### src/rtl/pe_result_collector.sv
// pe_result_collector
// Gathers skewed per-lane PE result bytes into complete frames, buffers the
// frames in a small FIFO and streams them out one byte per handshake.
module pe_result_collector #(
  parameter int ARRAY_NUM = 3,
  parameter int BLOCK_NUM = 3,
  parameter int DEPTH     = 4
) (
  input  logic                                 iClk,
  input  logic                                 iRst,
  input  logic                                 iFlush,
  input  logic [8*ARRAY_NUM*BLOCK_NUM-1:0]     iResult,
  input  logic [ARRAY_NUM*BLOCK_NUM-1:0]       iResultValid,
  output logic [7:0]                           oData,
  output logic                                 oValid,
  input  logic                                 iReady,
  output logic                                 oLast,
  output logic [$clog2(DEPTH+1)-1:0]           oFrameCount,
  output logic                                 oOverflow,
  output logic                                 oLaneError
);

  localparam int N  = ARRAY_NUM * BLOCK_NUM;
  localparam int AW = (DEPTH > 1) ? $clog2(DEPTH) : 1;
  localparam int PW = AW + 1;
  localparam int IW = (N > 1) ? $clog2(N) : 1;
  localparam int CW = $clog2(DEPTH + 1);
  localparam logic [IW-1:0] LAST_IDX = IW'(N - 1);

  typedef logic [N-1:0][7:0] frame_t;

  // Capture state for the frame being assembled
  frame_t          lane_q, lane_d;
  logic [N-1:0]    flags_q, flags_d;

  // Frame FIFO; pointers carry one extra bit so full and empty differ
  frame_t          mem_q [DEPTH];
  frame_t          mem_d [DEPTH];
  logic [PW-1:0]   wr_ptr_q, wr_ptr_d;
  logic [PW-1:0]   rd_ptr_q, rd_ptr_d;

  // Byte counter within the head frame and the sticky status bits
  logic [IW-1:0]   idx_q, idx_d;
  logic            ovf_q, ovf_d;
  logic            lerr_q, lerr_d;

  logic [PW-1:0]   count_s;
  logic            valid_s;
  logic            full_s;
  logic            hs_s;
  logic            pop_s;
  logic            complete_s;
  logic            push_s;
  logic            drop_s;
  logic            dup_s;
  logic [N-1:0]    seen_s;
  frame_t          entry_s;
  frame_t          head_s;

  // Handshake, completion and FIFO status decode
  always_comb begin
    count_s    = wr_ptr_q - rd_ptr_q;
    valid_s    = (count_s != {PW{1'b0}});
    full_s     = (count_s == PW'(DEPTH));
    hs_s       = valid_s && iReady;
    pop_s      = hs_s && (idx_q == LAST_IDX);
    seen_s     = flags_q | iResultValid;
    complete_s = &seen_s;
    push_s     = complete_s && (!full_s || pop_s);
    drop_s     = complete_s && full_s && !pop_s;
    dup_s      = |(iResultValid & flags_q);
    // Bytes strobed on the completing edge go straight into the FIFO entry
    entry_s    = lane_q;
    for (int k = 0; k < N; k++) begin
      if (iResultValid[k]) begin
        entry_s[k] = iResult[8*k +: 8];
      end else begin
        entry_s[k] = lane_q[k];
      end
    end
  end

  // Next-state for capture, FIFO pointers, byte counter and sticky flags
  always_comb begin
    lane_d   = lane_q;
    flags_d  = flags_q;
    mem_d    = mem_q;
    wr_ptr_d = wr_ptr_q;
    rd_ptr_d = rd_ptr_q;
    idx_d    = idx_q;
    ovf_d    = ovf_q;
    lerr_d   = lerr_q;
    if (iFlush) begin
      // Flush drops everything in flight but keeps the sticky history
      flags_d  = {N{1'b0}};
      wr_ptr_d = {PW{1'b0}};
      rd_ptr_d = {PW{1'b0}};
      idx_d    = {IW{1'b0}};
    end else begin
      lane_d = entry_s;
      if (complete_s) begin
        flags_d = {N{1'b0}};
      end else begin
        flags_d = seen_s;
      end
      if (push_s) begin
        mem_d[wr_ptr_q[AW-1:0]] = entry_s;
        wr_ptr_d = wr_ptr_q + PW'(1);
      end else begin
        wr_ptr_d = wr_ptr_q;
      end
      if (pop_s) begin
        rd_ptr_d = rd_ptr_q + PW'(1);
      end else begin
        rd_ptr_d = rd_ptr_q;
      end
      if (hs_s) begin
        if (idx_q == LAST_IDX) begin
          idx_d = {IW{1'b0}};
        end else begin
          idx_d = idx_q + IW'(1);
        end
      end else begin
        idx_d = idx_q;
      end
      if (drop_s) begin
        ovf_d = 1'b1;
      end else begin
        ovf_d = ovf_q;
      end
      if (dup_s) begin
        lerr_d = 1'b1;
      end else begin
        lerr_d = lerr_q;
      end
    end
  end

  // Control state registers with asynchronous reset
  always_ff @(posedge iClk or posedge iRst) begin
    if (iRst) begin
      lane_q   <= '0;
      flags_q  <= {N{1'b0}};
      wr_ptr_q <= {PW{1'b0}};
      rd_ptr_q <= {PW{1'b0}};
      idx_q    <= {IW{1'b0}};
      ovf_q    <= 1'b0;
      lerr_q   <= 1'b0;
    end else begin
      lane_q   <= lane_d;
      flags_q  <= flags_d;
      wr_ptr_q <= wr_ptr_d;
      rd_ptr_q <= rd_ptr_d;
      idx_q    <= idx_d;
      ovf_q    <= ovf_d;
      lerr_q   <= lerr_d;
    end
  end

  // Frame storage; contents are only observed through valid pointers, so no reset
  always_ff @(posedge iClk) begin
    mem_q <= mem_d;
  end

  // Output stream: head frame byte selected by the byte counter, zero when idle
  always_comb begin
    head_s = mem_q[rd_ptr_q[AW-1:0]];
    if (valid_s) begin
      oData = head_s[idx_q];
    end else begin
      oData = 8'h00;
    end
    oValid      = valid_s;
    oLast       = valid_s && (idx_q == LAST_IDX);
    oFrameCount = CW'(count_s);
    oOverflow   = ovf_q;
    oLaneError  = lerr_q;
  end

endmodule

### config.mk
export PLATFORM = sky130hd
export DESIGN_NAME = pe_result_collector
export DESIGN_NICKNAME = d
export VERILOG_FILES = /design/src/rtl/pe_result_collector.sv
export SDC_FILE = /design/constraint.sdc
export NUM_CORES = 1
export LEC_CHECK = 0
export BUFFER_PORTS_ARGS = -buffer_cell sky130_fd_sc_hd__buf_2
export CAP_MARGIN = 20
export CORE_MARGIN = 10
export CORE_UTILIZATION = 60
export CTS_CLUSTER_SIZE = 30
export DETAILED_ROUTE_END_ITERATION = 10
export PLACE_DENSITY = 0.79
export SYNTH_ARGS = -nofsm -noshare
export SYNTH_HDL_FRONTEND = slang
export SYNTH_SLANG_ARGS = --single-unit
### constraint.sdc
create_clock -name iClk -period 11.25 [get_ports iClk]
set_clock_uncertainty 0.05 [all_clocks]
set_input_delay 0.5625 -clock iClk [delete_from_list [all_inputs] [get_ports iClk]]
set_output_delay 0.5625 -clock iClk [all_outputs]
set_load 0.005 [all_outputs]
# Word level (Yosys, flattened, before mapping)
# Cells that the tools add are included.
[word_totals] ff_bits=381 out_inout_bits=15 wordCells=112
[classes] n_addsub=4 order_cmp=4 eq_ne=2 n_mux=27 n_bitwise=5 n_reduce_logical=19
[ops] cell="$bwmux W288" n=1
[ops] cell="$mux W72" n=3
[ops] cell="$bmux W72 S2" n=1
[ops] cell="$demux W72 S2" n=1
[ops] cell="$mux W8" n=11
[ops] cell="$bmux W8 S4" n=1
[ops] cell="$mux W9" n=2
[ops] cell="$mux W3" n=4
[ops] cell="$mux W4" n=3
[ops] cell="$and A9 B9 Y9" n=1
[ops] cell="$or A9 B9 Y9" n=1
[ops] cell="$reduce_and A9 Y1" n=1
[ops] cell="$reduce_or A9 Y1" n=1
[ops] cell="$logic_and A1 B1 Y1" n=7
[ops] cell="$add A3 B1 Y3 const B" n=2
[ops] cell="$ge A3 B3 Y1 const B" n=2
[ops] cell="$not A2 Y3" n=2
[ops] cell="$reduce_and A2 Y1" n=3
[ops] cell="$reduce_bool A2 Y1" n=3
[ops] cell="$lt A4 B5 Y1 const B" n=1
[ops] cell="$add A4 B1 Y4 const B" n=1
[ops] cell="$eq A4 B4 Y1 const B" n=1
[ops] cell="$eq A3 B3 Y1 const B" n=1
[ops] cell="$lt A3 B1 Y1 const B" n=1
[ops] cell="other kinds (5)" n=6

# Longest topological paths before layout
# Gate-level depths: netlist of the first run.
[logic_depth] word_depth=8 depth_mapped=9

# Worst setup path after synthesis of the first run
# No wires, ideal clock.
[synth_path] path_kind="register to register" start="register wr_ptr_q[0]" end="register mem_q[0] (netlist bit) (enable)" setup_ns=0.590 t_arrival_ns=6.574 slack_ns=4.035 stages_incl_launch_ff=8 n_path_buf=0 path_cell_list="dfrtp_1 -> inv_1 -> ha_1 -> fa_1 -> xor3_2 -> nand4_1 -> nand4b_1 -> nor3_1"
[synth_via] elab_chain_cells=7 elab_cells_between_ends=9 classes_between="add/sub: 1; eq/ne: 1; reduce/logical: 7"
[synth_lines] item="start, declared" line_no="39" rtl="logic [PW-1:0] wr_ptr_q, wr_ptr_d;"
[synth_lines] item="start signal, assigned" line_no="144" rtl="wr_ptr_q <= {PW{1'b0}};"
[synth_lines] item="start signal, assigned" line_no="152" rtl="wr_ptr_q <= wr_ptr_d;"
[synth_lines] item="$sub A3 B3 Y3 (*)" line_no="62" rtl="count_s = wr_ptr_q - rd_ptr_q;"
[synth_lines] item="named net oFrameCount[2]" line_no="18" rtl="output logic [$clog2(DEPTH+1)-1:0] oFrameCount,"
[synth_lines] item="$reduce_bool A3 Y1" line_no="63" rtl="valid_s = (count_s != {PW{1'b0}});"
[synth_lines] item="$logic_and A1 B1 Y1" line_no="65" rtl="hs_s = valid_s && iReady;"
[synth_lines] item="$logic_and A1 B1 Y1" line_no="66" rtl="pop_s = hs_s && (idx_q == LAST_IDX);"
[synth_lines] item="$logic_or A1 B1 Y1 (*)" line_no="69" rtl="push_s = complete_s && (!full_s || pop_s);"
[synth_lines] item="$logic_and A1 B1 Y1 (*)" line_no="69"
[synth_lines] item="$reduce_and A2 Y1 (no source line) (*)"
[synth_lines] item="end signal, assigned" line_no="162" rtl="mem_q <= mem_d;"
[synth_lines] item="end, declared" line_no="37" rtl="frame_t mem_q [DEPTH];"
# The timed path passes the listed nets; every way through them passes the cells marked *.
# A chain may end at the register's enable or synchronous reset.

# Worst setup path after layout of the first run
[layout_path] start="register rd_ptr_q[0]" end="output oData[3]"
[layout_via] elab_chain_cells=7 elab_cells_between_ends=9 classes_between="add/sub: 1; mux: 6; bitwise: 1; reduce/logical: 1"
[layout_lines] item="start, declared" line_no="40" rtl="logic [PW-1:0] rd_ptr_q, rd_ptr_d;"
[layout_lines] item="start signal, assigned" line_no="145" rtl="rd_ptr_q <= {PW{1'b0}};"
[layout_lines] item="start signal, assigned" line_no="153" rtl="rd_ptr_q <= rd_ptr_d;"
[layout_lines] item="$not A2 Y3 (implied by the code)" line_no="167" rtl="head_s = mem_q[rd_ptr_q[AW-1:0]];"
[layout_lines] item="$bmux W72 S2" line_no="167"
[layout_lines] item="$mux W72 (implied by the code) (2 in series)" line_no="167"
[layout_lines] item="$bmux W8 S4" line_no="169" rtl="oData = head_s[idx_q];"
[layout_lines] item="$mux W8 (implied by the code)" line_no="169"
[layout_lines] item="$mux W8 (*)" line_no="168" rtl="if (valid_s) begin"
[layout_lines] item="end, declared" line_no="14" rtl="output logic [7:0] oData,"
# Mark *: on every way between the ends. The rest lies on a longest branch, timed or not. The select of a mux whose other input is x is not followed.

==> results.ini, run 1 <==
[run_status]
status = finished, final reports clean

[synth]
synth_ff_type = edfxtp_1
synth_top_area_share_pct = 55.1
synth_seq_cells = 381
yosysSeqAreaShare_pct = 69.9
syn_nets = 970
yosysUniqueCellTypes = 45
syn_inst = 876
postSynth.asyncResetShare_pct = 24.4
synth-edff-count = 288
yosys-top-cells-count = edfxtp_1, mux2_2, dfrtp_1
avgSynthCellArea_um2 = 17.9
synth.most_common_cell = edfxtp_1
synthTopCellsByArea = edfxtp_1, dfrtp_1, mux2_2, mux4_2, mux2i_1
synth_top_area_cell = edfxtp_1
yosys_warnings = 0
netlist_area_um2 = 15700

[routing]
first_pass_iters = 5
wl_per_cell_um = 24.5
drc_errors = 0
wl_mm = 32.9
final_antenna_net_count = 0
drtIter0Drc = 788
dr_total_vias = 8288
vias_per_cell = 6.18

[min_path]
hp-class = input port to async pin

[clock_tree]
htree_levels = 2
cts_sinks = 381
cts.path.max_buffers = 3
cts_buffers = 37
clock_latency_ns = 0.52
cts.clk_slew.worst_paths_ns = 0.06
root_buffer = clkbuf_16
post_cts_resized = 0
holdBufCountCts = 0
cts_setup_buffers = 0
tritoncts = built

[sta]
max_freq_mhz = 221
fin_ws_ns = 6.73
rsz0062_at_grt = false
slew_violations = 0
finalCriticalPeriod_ns = 4.52
relSlewSlack_pct = 26.1
tightest_slew_ns = 1.11
hold_slack_ns = 0.0605
hold_viol = 0
setup_tns_ns = 0
fin_crit_sh_pct = 40.2
setup_viol = 0

[power]
vdd_drop_max_uv = 118
p_total_mw = 3.03
p_leak_nw = 6.16
power.density_nw_per_um2 = 172

[floorplan]
row_count = 59
ios = 100
die_area_um2 = 33000
start_util_pct = 60.6
core_um2 = 25900
fp.dieW_um = 182
die_h_um = 182

[cells_and_area]
area_growth_pct = 12.4
fin_util_pct = 68.1
stdcell_area_um2 = 17600
layout-drive-gt1-share_pct = 36.8
nets = 1071
stdcell_count = 1341
fillers = 1634

[setup_path]
path_class = flip-flop to output port
cp-end-kind = output port
cp.arrival_ns = 3.91
cp.required_ns = 10.64
crit_path_start_kind = flip-flop
rrSetupSlack_ns = 7.06
critPathMaxFanout = 45

[global_route]
grt_pass1_wl_mm = 51.5
grt.total_usage_pct = 20.0
antenna_found_initial = 1
grt_pass1_vias = 8742
grt_overflow = 0
grt_start_max_net_pins = 73

[placement]
portBuffers = 99
dp_hpwl_mm = 20.4
dpl-instance-area_um2 = 16500
place_inst = 1273
dpl_worst_slack_ns = 7.06
gp_congestion = 0.785

[flow_run]
drv_cap = 0

[state kept, by name, indices dropped and copies added (netlist names)]
name,count
wr_ptr_q,3
lane_q,72
idx_q,4
oOverflow,1
flags_q,9
oLaneError,1
rd_ptr_q,3
mem_q,288
[critical path, stage by stage (launching register included)]
cell       delay, ns
dfrtp_4         0.94
buf_4           0.76
mux4_2          0.60
nand2_1         0.08
a21oi_1         0.06
a2111oi_0       0.50
o32ai_1         0.21
buf_2           0.17
[kinds of logic (layout without fill, tap and decap cells)]
| family | Yosys count | after routing | synth area share (%) |
|---|---|---|---|
| buffers and inverters | 68 | 197 | 2.13 |
| XOR/XNOR | 4 | 4 | 0.327 |
| flip-flops | 381 | 381 | 69.9 |
| other | 0 | 1 | 0 |
| AO/OA/AOI/OAI | 70 | 70 | 3.29 |
| adder cells (fa/ha/maj) | 9 | 9 | 0.765 |
| AND/OR/NAND/NOR | 107 | 107 | 3.20 |
| multiplexers | 237 | 237 | 20.4 |
[worst paths after layout]
| check | startpoint | endpoint | cells after the start |
|---|---|---|---|
| min reg2reg | oLaneError$_DFFE_PP0P_ | oLaneError$_DFFE_PP0P_ | 1 |
| min in group iClk | iReady | idx_q[1]$_DFFE_PP0P_ | 3 |
| min | iRst | lane_q[15]$_DFFE_PP0N_ | 2 |
| max in group asynchronous | iRst | rd_ptr_q[0]$_DFFE_PP0P_ | 3 |
| max reg2reg | rd_ptr_q[0]$_DFFE_PP0P_ | mem_q[231]$_DFFE_PP_ | 8 |
| max | rd_ptr_q[0]$_DFFE_PP0P_ | oData[3] | 7 |
[metal layers]
layer	GRT usage (%)	part of all wire, %
met5	0	0
met4	4.98	2.1
met2	31.5	48
met1	27.6	41
met3	4.71	9.0
[placed cells by master (no fill, tap or decap), types with 3 or more instances in the layout]
cell       count
nand2_1       36
a211oi_1       8
or3_1          5
a221oi_1       9
clkbuf_1      11
ha_1           8
o32ai_1        8
bufinv_16      3
o22ai_1        8
clkinv_1       7
a21oi_1       13
buf_2         98
mux4_2        51
nor2_1        31
mux2_2       148
clkbuf_16     38
buf_4         15
nand2b_1       3
a2111oi_0      5
clkinv_2       5
mux2i_1       38
o221ai_1       8
nor2b_1        6
edfxtp_1     288
nand3_1        9
inv_1         16
dfrtp_1       91
[area by class of cell]
class	instances	area [um^2]	share of cell area, %
sequential	381	11000	62.2
multi-input combinational	427	4400	24.9
clock buffer	51	1020	5.78
timing repair buffer	113	603	3.42
tap	335	419	2.38
clock inverter	16	158	0.893
inverter	17	66.3	0.376
antenna	1	2.50	0.0142
[where the power goes]
group          internal, mW  switching [mW]
Sequential             1.60          0.0244
Clock                 0.704           0.495
Combinational        0.0919           0.108
Total                  2.40           0.627
No activity file was read; power rests on OpenSTA's default activity.
==> run 2, diff against run 1 <==
CORE_UTILIZATION = 55   (was 60)
PLACE_DENSITY = 0.76   (was 0.79)
clock period = 4 ns   (was 11.25 ns; I/O delays follow)
==> results.ini, run 2 (same netlist as run 1, synthesis figures left out) <==
[sta]
fin_crit_sh_pct = 87.4
slew_violations = 0  ; unchanged
tightest_slew_ns = 0.884  ; -0.224 ns
setup_tns_ns = 0  ; unchanged
max_freq_mhz = 286
hold_slack_ns = 0.0105  ; -0.0500 ns
hold_viol = 0  ; unchanged
finalCriticalPeriod_ns = 3.49
rsz0062_at_grt = false
relSlewSlack_pct = 41.1  ; +15 points
setup_viol = 0  ; unchanged

[floorplan]
die_area_um2 = 35700  ; +8.1%
start_util_pct = 56.2  ; -4.4 points
ios = 100  ; unchanged
core_um2 = 27900  ; +7.8%
fp.dieW_um = 189  ; +4.0%
die_h_um = 189  ; +4.0%
row_count = 61  ; +3.4%

[clock_tree]
cts.path.max_buffers = 3  ; unchanged
post_cts_resized = 0  ; unchanged
holdBufCountCts = 28  ; +28
root_buffer = clkbuf_16
cts_sinks = 381  ; unchanged
cts_setup_buffers = 0  ; unchanged
cts_buffers = 39  ; +5.4%
htree_levels = 2  ; unchanged
clock_latency_ns = 0.53  ; about the same
cts.clk_slew.worst_paths_ns = 0.06  ; about the same
tritoncts = built

[cells_and_area]
stdcell_area_um2 = 18300  ; +3.5%
num_antenna_cells = 0  ; -1
final_common_cell = edfxtp_1
final_cell_mix = edfxtp_1, mux2_2, buf_2
top_regs = mem_q x288, lane_q x72, flags_q x9
layout-drive-gt1-share_pct = 36.8  ; about the same
area_growth_pct = 16.4
largest_register_ffs = 288  ; unchanged
nets = 1106  ; +3.3%
stdcell_count = 1419  ; +5.8%
largest_register = mem_q

[setup_path]
crit_buf_inv = 1  ; -1
critPathMaxFanout = 23  ; -49%
path_depth = 6  ; -1
cp.required_ns = 3.75  ; -6.89 ns
worstPathCellList = fa_1, xor3_2, or3_1, nand2b_1, o32ai_1, buf_2
cp-end-kind = output port
crit_path_start_kind = flip-flop
path_class = flip-flop to output port
crit_family = flip-flops
cp.arrival_ns = 3.24  ; -0.67 ns
cp_slowest_stage_delay_ns = 0.63  ; -0.31 ns
reg2reg_depth = 7  ; -1
critPathSlowestCell = dfrtp_2

[placement]
dpl-instance-area_um2 = 16700  ; +1.2%
place_inst = 1321  ; +3.8%
portBuffers = 99  ; unchanged
dp_hpwl_mm = 21.4  ; +5.0%
gp_congestion = 0.809  ; +3.1%

[run_status]
status = finished, final reports clean

[global_route]
grt.total_usage_pct = 19.1  ; -0.89 points
grt_start_max_net_pins = 73  ; unchanged
grt_pass1_vias = 8728  ; -0.16%
grt_pass1_wl_mm = 52.5  ; +2.0%
antenna_found_initial = 0  ; -1
grt_overflow = 0  ; unchanged

[flow_run]
drv_cap = 0  ; unchanged

[power]
clockPowerShare_pct = 41.5  ; +1.9 points
pwr-share-seq_pct = 51.9  ; -1.9 points
power.switching_mw = 1.79  ; +190%
p_int_mw = 7.04  ; +190%
p_leak_nw = 6.40  ; +4.0%
power.density_nw_per_um2 = 483  ; +180%
comb_power_share_pct = 6.6  ; about the same
vdd_drop_max_uv = 282  ; +140%
switching_share_pct = 20.2  ; -0.47 points

[routing]
drc_errors = 0  ; unchanged
first_pass_iters = 5  ; unchanged
dr_total_vias = 8353  ; +0.78%
wl_per_cell_um = 23.9  ; -2.5%
drtIter0Drc = 799  ; +1.4%
wl_mm = 33.9  ; +3.2%
vias_per_cell = 5.89  ; -4.8%
final_antenna_net_count = 0  ; unchanged

[min_path]
hp-class = input port to flip-flop
hold_depth = 2

==> run 2: worst paths after layout <==
check | from | to | slack [ns]
max reg2reg | rd_ptr_q[1]$_DFFE_PP0P_ | mem_q[146]$_DFFE_PP_ | 1.08
max in group asynchronous | iRst | lane_q[46]$_DFFE_PP0N_ | 2.56
min in group asynchronous | iRst | lane_q[16]$_DFFE_PP0N_ | 0.33
min | iResult[0] | mem_q[0]$_DFFE_PP_ | 0.01
min reg2reg | oLaneError$_DFFE_PP0P_ | oLaneError$_DFFE_PP0P_ | 0.43
max | rd_ptr_q[1]$_DFFE_PP0P_ | oData[6] | 0.51
==> run 2: metrics by stage <==
step | power [mW] | utilization (%) | setup WS, ns
after CTS | 8.89 | 65.4 | 0.497
after global placement | 5.19 | 59.7 | 1.09
final | 8.83 | 65.4 | 0.506
after global routing | 9.12 | 65.4 | 0.331
after detailed placement | 5.23 | 59.7 | 1.04
after floorplan | 5.03 | - | 0.0552
==> run 2: cell type report <==
type	instances	area (um^2)
fill	1875	9670
multi-input combinational	427	4400
clock inverter	10	121
tap	378	473
inverter	17	66.3
timing repair buffer	146	1020
clock buffer	60	1200
sequential	381	11000
==> run 2: power groups by stage <==
stage                     clock network, mW  logic (mW)  registers (mW)
after floorplan                           0       0.389            4.64
final                                  3.67       0.584            4.58
after detailed placement                  0       0.568            4.66
after global routing                   3.87       0.644            4.60
after CTS                              3.72       0.592            4.58
after global placement                    0       0.543            4.65
==> run 2: per-layer routing <==
layer,vias to the layer above,routed length (um),GRT usage (%)
met5,-,0,0
met4,0,623,5.46
met1,4279,14500,26.2
met2,295,16500,30.8
li1,3733,-,-
met3,46,2270,3.31
==> run 2: worst reg2reg max path, delay by kind of cell, from the launching register on <==
kind                       cells  cell delay [ns]
DFF                            1             0.63
and+or+nand+nor                4             0.89
buffers and inverters          1             0.27
xor gates and xnor gates       1             0.25
adders and majority gates      1             0.50
